$ cat config.mk
export PLATFORM = sky130hd
export DESIGN_NAME = bcnn_frame_streamer
export DESIGN_NICKNAME = d
export VERILOG_FILES = /design/src/rtl/bcnn_pkg.sv /design/src/rtl/bcnn_row_buffer.sv /design/src/rtl/bcnn_frame_streamer.sv
export SDC_FILE = /design/constraint.sdc
export NUM_CORES = 1
export LEC_CHECK = 0
export CELL_PAD_IN_SITES_DETAIL_PLACEMENT = 0
export CELL_PAD_IN_SITES_GLOBAL_PLACEMENT = 2
export CORE_UTILIZATION = 35
export CTS_CLUSTER_SIZE = 10
export DETAILED_ROUTE_END_ITERATION = 10
export DONT_BUFFER_PORTS = 1
export PLACE_DENSITY_LB_ADDON = 0.3
export SETUP_SLACK_MARGIN = 0.15
export SYNTH_ARGS = -nofsm -noshare
export SYNTH_HDL_FRONTEND = slang
export SYNTH_HIERARCHICAL = 1
export SYNTH_SLANG_ARGS = --single-unit
$ cat constraint.sdc
create_clock -name clk -period 4.4 [get_ports clk]
set_input_delay 0.88 -clock clk [delete_from_list [all_inputs] [get_ports clk]]
set_output_delay 0.88 -clock clk [all_outputs]
set_load 0.005 [all_outputs]
$ cat src/rtl/bcnn_pkg.sv
// bcnn_pkg: shared frame geometry, streamer state encoding and width helper
package bcnn_pkg;
  localparam int DEF_IMG_WIDTH  = 28;
  localparam int DEF_IMG_HEIGHT = 28;
  typedef enum logic [1:0] {IDLE = 2'd0, STREAM = 2'd1, DONE = 2'd2} stream_state_t;
  function automatic int clog2(input int v);
    int n = 0;
    while ((1 << n) < v) n++;
    return n;
  endfunction
endpackage

$ cat src/rtl/bcnn_row_buffer.sv
// bcnn_row_buffer: frame store with a row-wide write port and a registered single-pixel read
module bcnn_row_buffer import bcnn_pkg::*; #(
  parameter int IMG_WIDTH  = DEF_IMG_WIDTH,
  parameter int IMG_HEIGHT = DEF_IMG_HEIGHT,
  parameter int ROW_W      = 5,
  parameter int COL_W      = clog2(DEF_IMG_WIDTH)
) (
  input  logic                 clk,
  input  logic                 reset,
  input  logic                 wr_en,
  input  logic [ROW_W-1:0]     wr_row,
  input  logic [IMG_WIDTH-1:0] wr_data,
  input  logic                 rd_en,
  input  logic [ROW_W-1:0]     rd_row,
  input  logic [COL_W-1:0]     rd_col,
  output logic                 rd_bit
);
  logic [IMG_WIDTH-1:0] mem [IMG_HEIGHT];
  // Storage survives reset so a frame can be replayed after an abort.
  always_ff @(posedge clk)
    if (wr_en) mem[wr_row] <= wr_data;
  always_ff @(posedge clk)
    if (!reset) rd_bit <= 1'b0;
    else if (rd_en) rd_bit <= mem[rd_row][rd_col];
endmodule

$ cat src/rtl/bcnn_frame_streamer.sv
// bcnn_frame_streamer: serializes a buffered binary frame as a row-major pixel stream
module bcnn_frame_streamer import bcnn_pkg::*; #(
  parameter int IMG_WIDTH  = DEF_IMG_WIDTH,
  parameter int IMG_HEIGHT = DEF_IMG_HEIGHT,
  parameter int ROW_W      = 5
) (
  input  logic                 clk,
  input  logic                 reset,
  input  logic                 wr_en,
  input  logic [ROW_W-1:0]     wr_row,
  input  logic [IMG_WIDTH-1:0] wr_data,
  output logic                 wr_err,
  input  logic                 start,
  input  logic                 pause,
  output logic                 pixel_out,
  output logic                 valid_out,
  output logic                 busy,
  output logic                 frame_done
);
  localparam int COL_W = clog2(IMG_WIDTH);
  stream_state_t state, state_n;
  logic [ROW_W-1:0] r, r_n;
  logic [COL_W-1:0] c, c_n;
  logic valid_n, done_n, rd_en, wr_ok, last_col, last_row;
  assign wr_ok    = wr_en && state == IDLE && ({1'b0, wr_row} < (ROW_W + 1)'(IMG_HEIGHT));
  assign last_col = c == COL_W'(IMG_WIDTH - 1);
  assign last_row = r == ROW_W'(IMG_HEIGHT - 1);
  // The read register doubles as pixel_out, so a paused stream holds its last pixel.
  bcnn_row_buffer #(.IMG_WIDTH(IMG_WIDTH), .IMG_HEIGHT(IMG_HEIGHT), .ROW_W(ROW_W), .COL_W(COL_W)) u_buf (
    .clk(clk), .reset(reset), .wr_en(wr_ok), .wr_row(wr_row), .wr_data(wr_data),
    .rd_en(rd_en), .rd_row(r), .rd_col(c), .rd_bit(pixel_out)
  );
  always_comb begin
    state_n = state;
    r_n     = r;
    c_n     = c;
    valid_n = 1'b0;
    done_n  = 1'b0;
    rd_en   = 1'b0;
    case (state)
      IDLE: if (start) begin
        state_n = STREAM;
        r_n     = '0;
        c_n     = '0;
      end
      STREAM: if (!pause) begin
        rd_en   = 1'b1;
        valid_n = 1'b1;
        c_n     = last_col ? '0 : c + 1'b1;
        r_n     = (last_col && !last_row) ? r + 1'b1 : r;
        state_n = (last_col && last_row) ? DONE : STREAM;
      end
      DONE: begin
        done_n  = 1'b1;
        state_n = IDLE;
      end
      default: state_n = IDLE;
    endcase
  end
  always_ff @(posedge clk)
    if (!reset) begin
      state      <= IDLE;
      r          <= '0;
      c          <= '0;
      valid_out  <= 1'b0;
      frame_done <= 1'b0;
      busy       <= 1'b0;
      wr_err     <= 1'b0;
    end else begin
      state      <= state_n;
      r          <= r_n;
      c          <= c_n;
      valid_out  <= valid_n;
      frame_done <= done_n;
      busy       <= state_n != IDLE || state != IDLE;
      wr_err     <= wr_en && !wr_ok;
    end
endmodule

==> results by group <==
STA
  • Unrepaired setup endpoints after global routing: false
  • Fmax: 252.4 MHz
  • Final hold violation count: 0
  • Slew Viols, Final: 2
  • Setup TNS Final: 0 ps
  • Fin crit period: roughly 4000 ps
  • Worst slew margin: -6.461%
  • Clk_skew: 20.32 ps
  • # setup viols final: 0
  • Min setup slack post-route: 437.9 ps
  • Fin crit share: 90.05%
  • Worst-Margin Slew: ~1600 ps

CTS
  • CTS tree: done
  • Clock Pin Slew Worst Setup and Hold Paths: 60 ps
  • Clock root buffer: clkbuf_16
  • Num CTS Buffers: 93
  • Hold buffer count at CTS: 0
  • Post-CTS Setup Repair Bufs: 0
  • Worst skew pair latency: 650 ps
  • CTS max path bufs: 3
  • CTS resizes: 0
  • H-tree Lvls: 3
  • Clk sink count: around 800

Layout
  • Most frequent cells in the layout: 784 x edfxtp_1, 174 x mux4_2, 94 x clkbuf_16
  • Synth-to-Final Area Change: 14.92%
  • Design area: 36020 µm²
  • Nets@finish: 1644
  • # diodes: 0
  • Commonest non-fill, non-tap cell in the layout: edfxtp_1
  • Layout cells sized above 1: 26.78%

Synth
  • Warnings from Yosys: 6
  • Syn nets: 1533
  • Seq/Total Area, Yosys: 76.21%
  • Share of synthesized flip-flops with an asynchronous set or reset: 0%
  • Synth top area cells: edfxtp_1 75%, mux4_2 13%, mux2i_1 1.9%
  • Syn_area_per_cell: between 20 and 25 µm²
  • Seq cells post-synth: 801
  • Post-synth EDFFs: 784
  • Unique cell type count in the Yosys netlist: 71
  • Top cell type's share of synthesized area: 75.12%
  • Largest area contributor in the netlist: edfxtp_1
  • Mapped Cells: 1493
  • Post-Syn Area: around 31000 µm²
  • Top FF cell, synth: edfxtp_1

Critical path
  • Worst setup EP type: flop
  • Crit-path cells: buf_4 > mux4_2 > nor2_1 > a2111oi_0 > a2111oi_0 > buf_4 > o31ai_1 > a2111oi_2 > a22oi_1
  • CP max FO: 39
  • Slowest stage delay, CP: 1200 ps
  • Slowest CP cell: a2111oi_0
  • Crit path arrival time: 4520 ps
  • CP Launch Type: flop
  • CP startpoint: r[1]$_SDFFE_PN0P_
  • FF-to-FF Start: r[1]$_SDFFE_PN0P_
  • Req. time, crit path: 4960 ps
  • CP Class: flop to flop

Global routing
  • Pin count of the biggest net entering global routing: 40
  • Total GRT Usage: around 20%
  • Global route total overflow: 0
  • First-pass GRT wire length: 123800 µm
  • Met2 Use GR: between 30 and 40%
  • Grt met1 use: approximately 27%
  • Gr busiest metal: met2
  • Met3 usage: around 4.4%
  • Antenna violations before repair: 4
  • Vias in the first global route: roughly 16000

Floorplanning
  • Starting Density: 35.41%
  • Die height: 301.2 µm
  • Area of the core: roughly 90000 µm²
  • Placement row count: 109
  • Die Wd: around 300 µm
  • Num ports: 43
  • Area of the die: 90740 µm²

Worst hold path
  • Hold Crit Start: wr_data[11]
  • Hold WC Path Type: primary input to flop

Power and ir drop
  • Lkg Pwr: 10.70 nW
  • Total internal power: around 12 mW
  • Sw power: 3.009 mW
  • Power Density: 426.3 nW/µm²
  • Maximum vdd ir drop: 323.9 µV
  • Net Sw Frac: 19.60%
  • Reg power frac: a little over half
  • Clock power frac: 44.3%
  • Comb pwr share: 0.8%

Drt
  • Antenna viol nets, final: 0
  • DRC: 6
  • Avg WL per Cell: 31.21 µm
  • Pre-antenna DRT Iters: 8
  • Total vias in the final route: 15670
  • Drt via density: 5.601
  • 1st-iter DRT viols: 1695
  • Post-Route WL: 87300 µm

Status
  • Outcome: complete, but fails checks
  • Failing checks: DRC, capacitance limit, slew limit

Placed design
  • DP HPWL: 53690 µm
  • Port Buf Inserts: 0
  • Place WS: about 560 ps
  • Placed cell areas: 33450 µm²
  • Routability congestion estimate: 0.8332

Job
  • Max_cap viols: 2
power by group through the flow:
stage	Clock [mW]	Sequential (mW)	Combinational [mW]
after global routing	7.20	8.43	0.130
final	6.80	8.43	0.123
after CTS	6.94	8.43	0.125
after floorplan	0	8.59	0.0635
after detailed placement	0	8.59	0.124
after global placement	0	8.59	0.124
registers in the layout, summed over array words and instances (netlist names):
signal        flops
wr_err            1
u_buf/mem       784
frame_done        1
r                 5
u_buf/rd_bit      1
valid_out         1
c                 5
busy              1
state             2
Yosys cell counts, types with 4 or more instances:
cell / count
a2111oi_0: 7
a211oi_1: 17
a21oi_1: 23
a221oi_1: 5
a22oi_1: 11
a31oi_1: 6
and2_1: 6
buf_1: 6
buf_2: 27
buf_4: 9
buf_6: 12
clkbuf_1: 18
clkinv_1: 4
dfxtp_1: 17
edfxtp_1: 784
mux2_2: 24
mux2i_1: 60
mux4_2: 174
nand2_1: 32
nand2b_1: 7
nand3_1: 15
nand3b_1: 10
nand4_1: 4
nor2_1: 62
nor2b_1: 15
nor3_1: 14
nor3b_1: 6
o21ai_0: 24
o22ai_1: 19
o31ai_1: 6
xor2_1: 4
per-stage QoR:
step | std cells | util (%) | hold WS (ps) | power (mW)
floorplan | 1493 | - | 488.2 | 8.650
global placement | 2674 | 37.79 | 566.4 | 8.711
detailed placement | 2674 | 37.79 | 580.3 | 8.712
CTS | 2797 | 40.69 | 282.7 | 15.50
global route | 2797 | 40.69 | 292.4 | 15.77
finish | 2797 | 40.69 | 324.3 | 15.35
critical path: cells and delay by family, from the launching register on:
kind                   cells  cell delay (ps)
buffers and inverters      2              600
and+or+nand+nor            1               40
DFF                        1              850
AOI/OAI and AO/OA          5             2120
muxes                      1              260
final timing paths:
kind                            slack [ps]  cells after the start                     endpoint
worst min register to register         590                      2            c[4]$_SDFFE_PN0P_
worst min-delay path                   320                      0  u_buf/mem[18][11]$_DFFE_PP_
worst max-delay path                   440                      9    u_buf/rd_bit$_SDFFE_PN0P_
worst max register to register         440                      9    u_buf/rd_bit$_SDFFE_PN0P_
cell type report:
type / count / area [µm²]
Timing Repair Buffer: 91 / 908.4
Clock inverter: 14 / 161.4
Sequential cell: 801 / 23900
Fill cell: 7712 / 52500
Multi-Input combinational cell: 609 / 7153
Inverter: 8 / 30.03
Tap cell: 1165 / 1458
Clock buffer: 109 / 2409
cell families after synthesis:
family	after synthesis	share of synthesized area, %
DFF	801	76.21
and+or+nand+nor	189	3.102
adders and majority gates	2	0.07984
buffers and inverters	83	1.637
AOI/OAI and AO/OA	150	3.326
xor gates and xnor gates	4	0.1118
muxes	264	15.53
per-layer routing:
| layer | wire length (µm) | up-vias |
|---|---|---|
| met1 | 37470 | 8516 |
| met5 | 0 | - |
| li1 | - | 6458 |
| met4 | 1770 | 0 |
| met3 | 6287 | 112 |
| met2 | 41760 | 579 |
No activity file was read; power rests on OpenSTA's default activity.
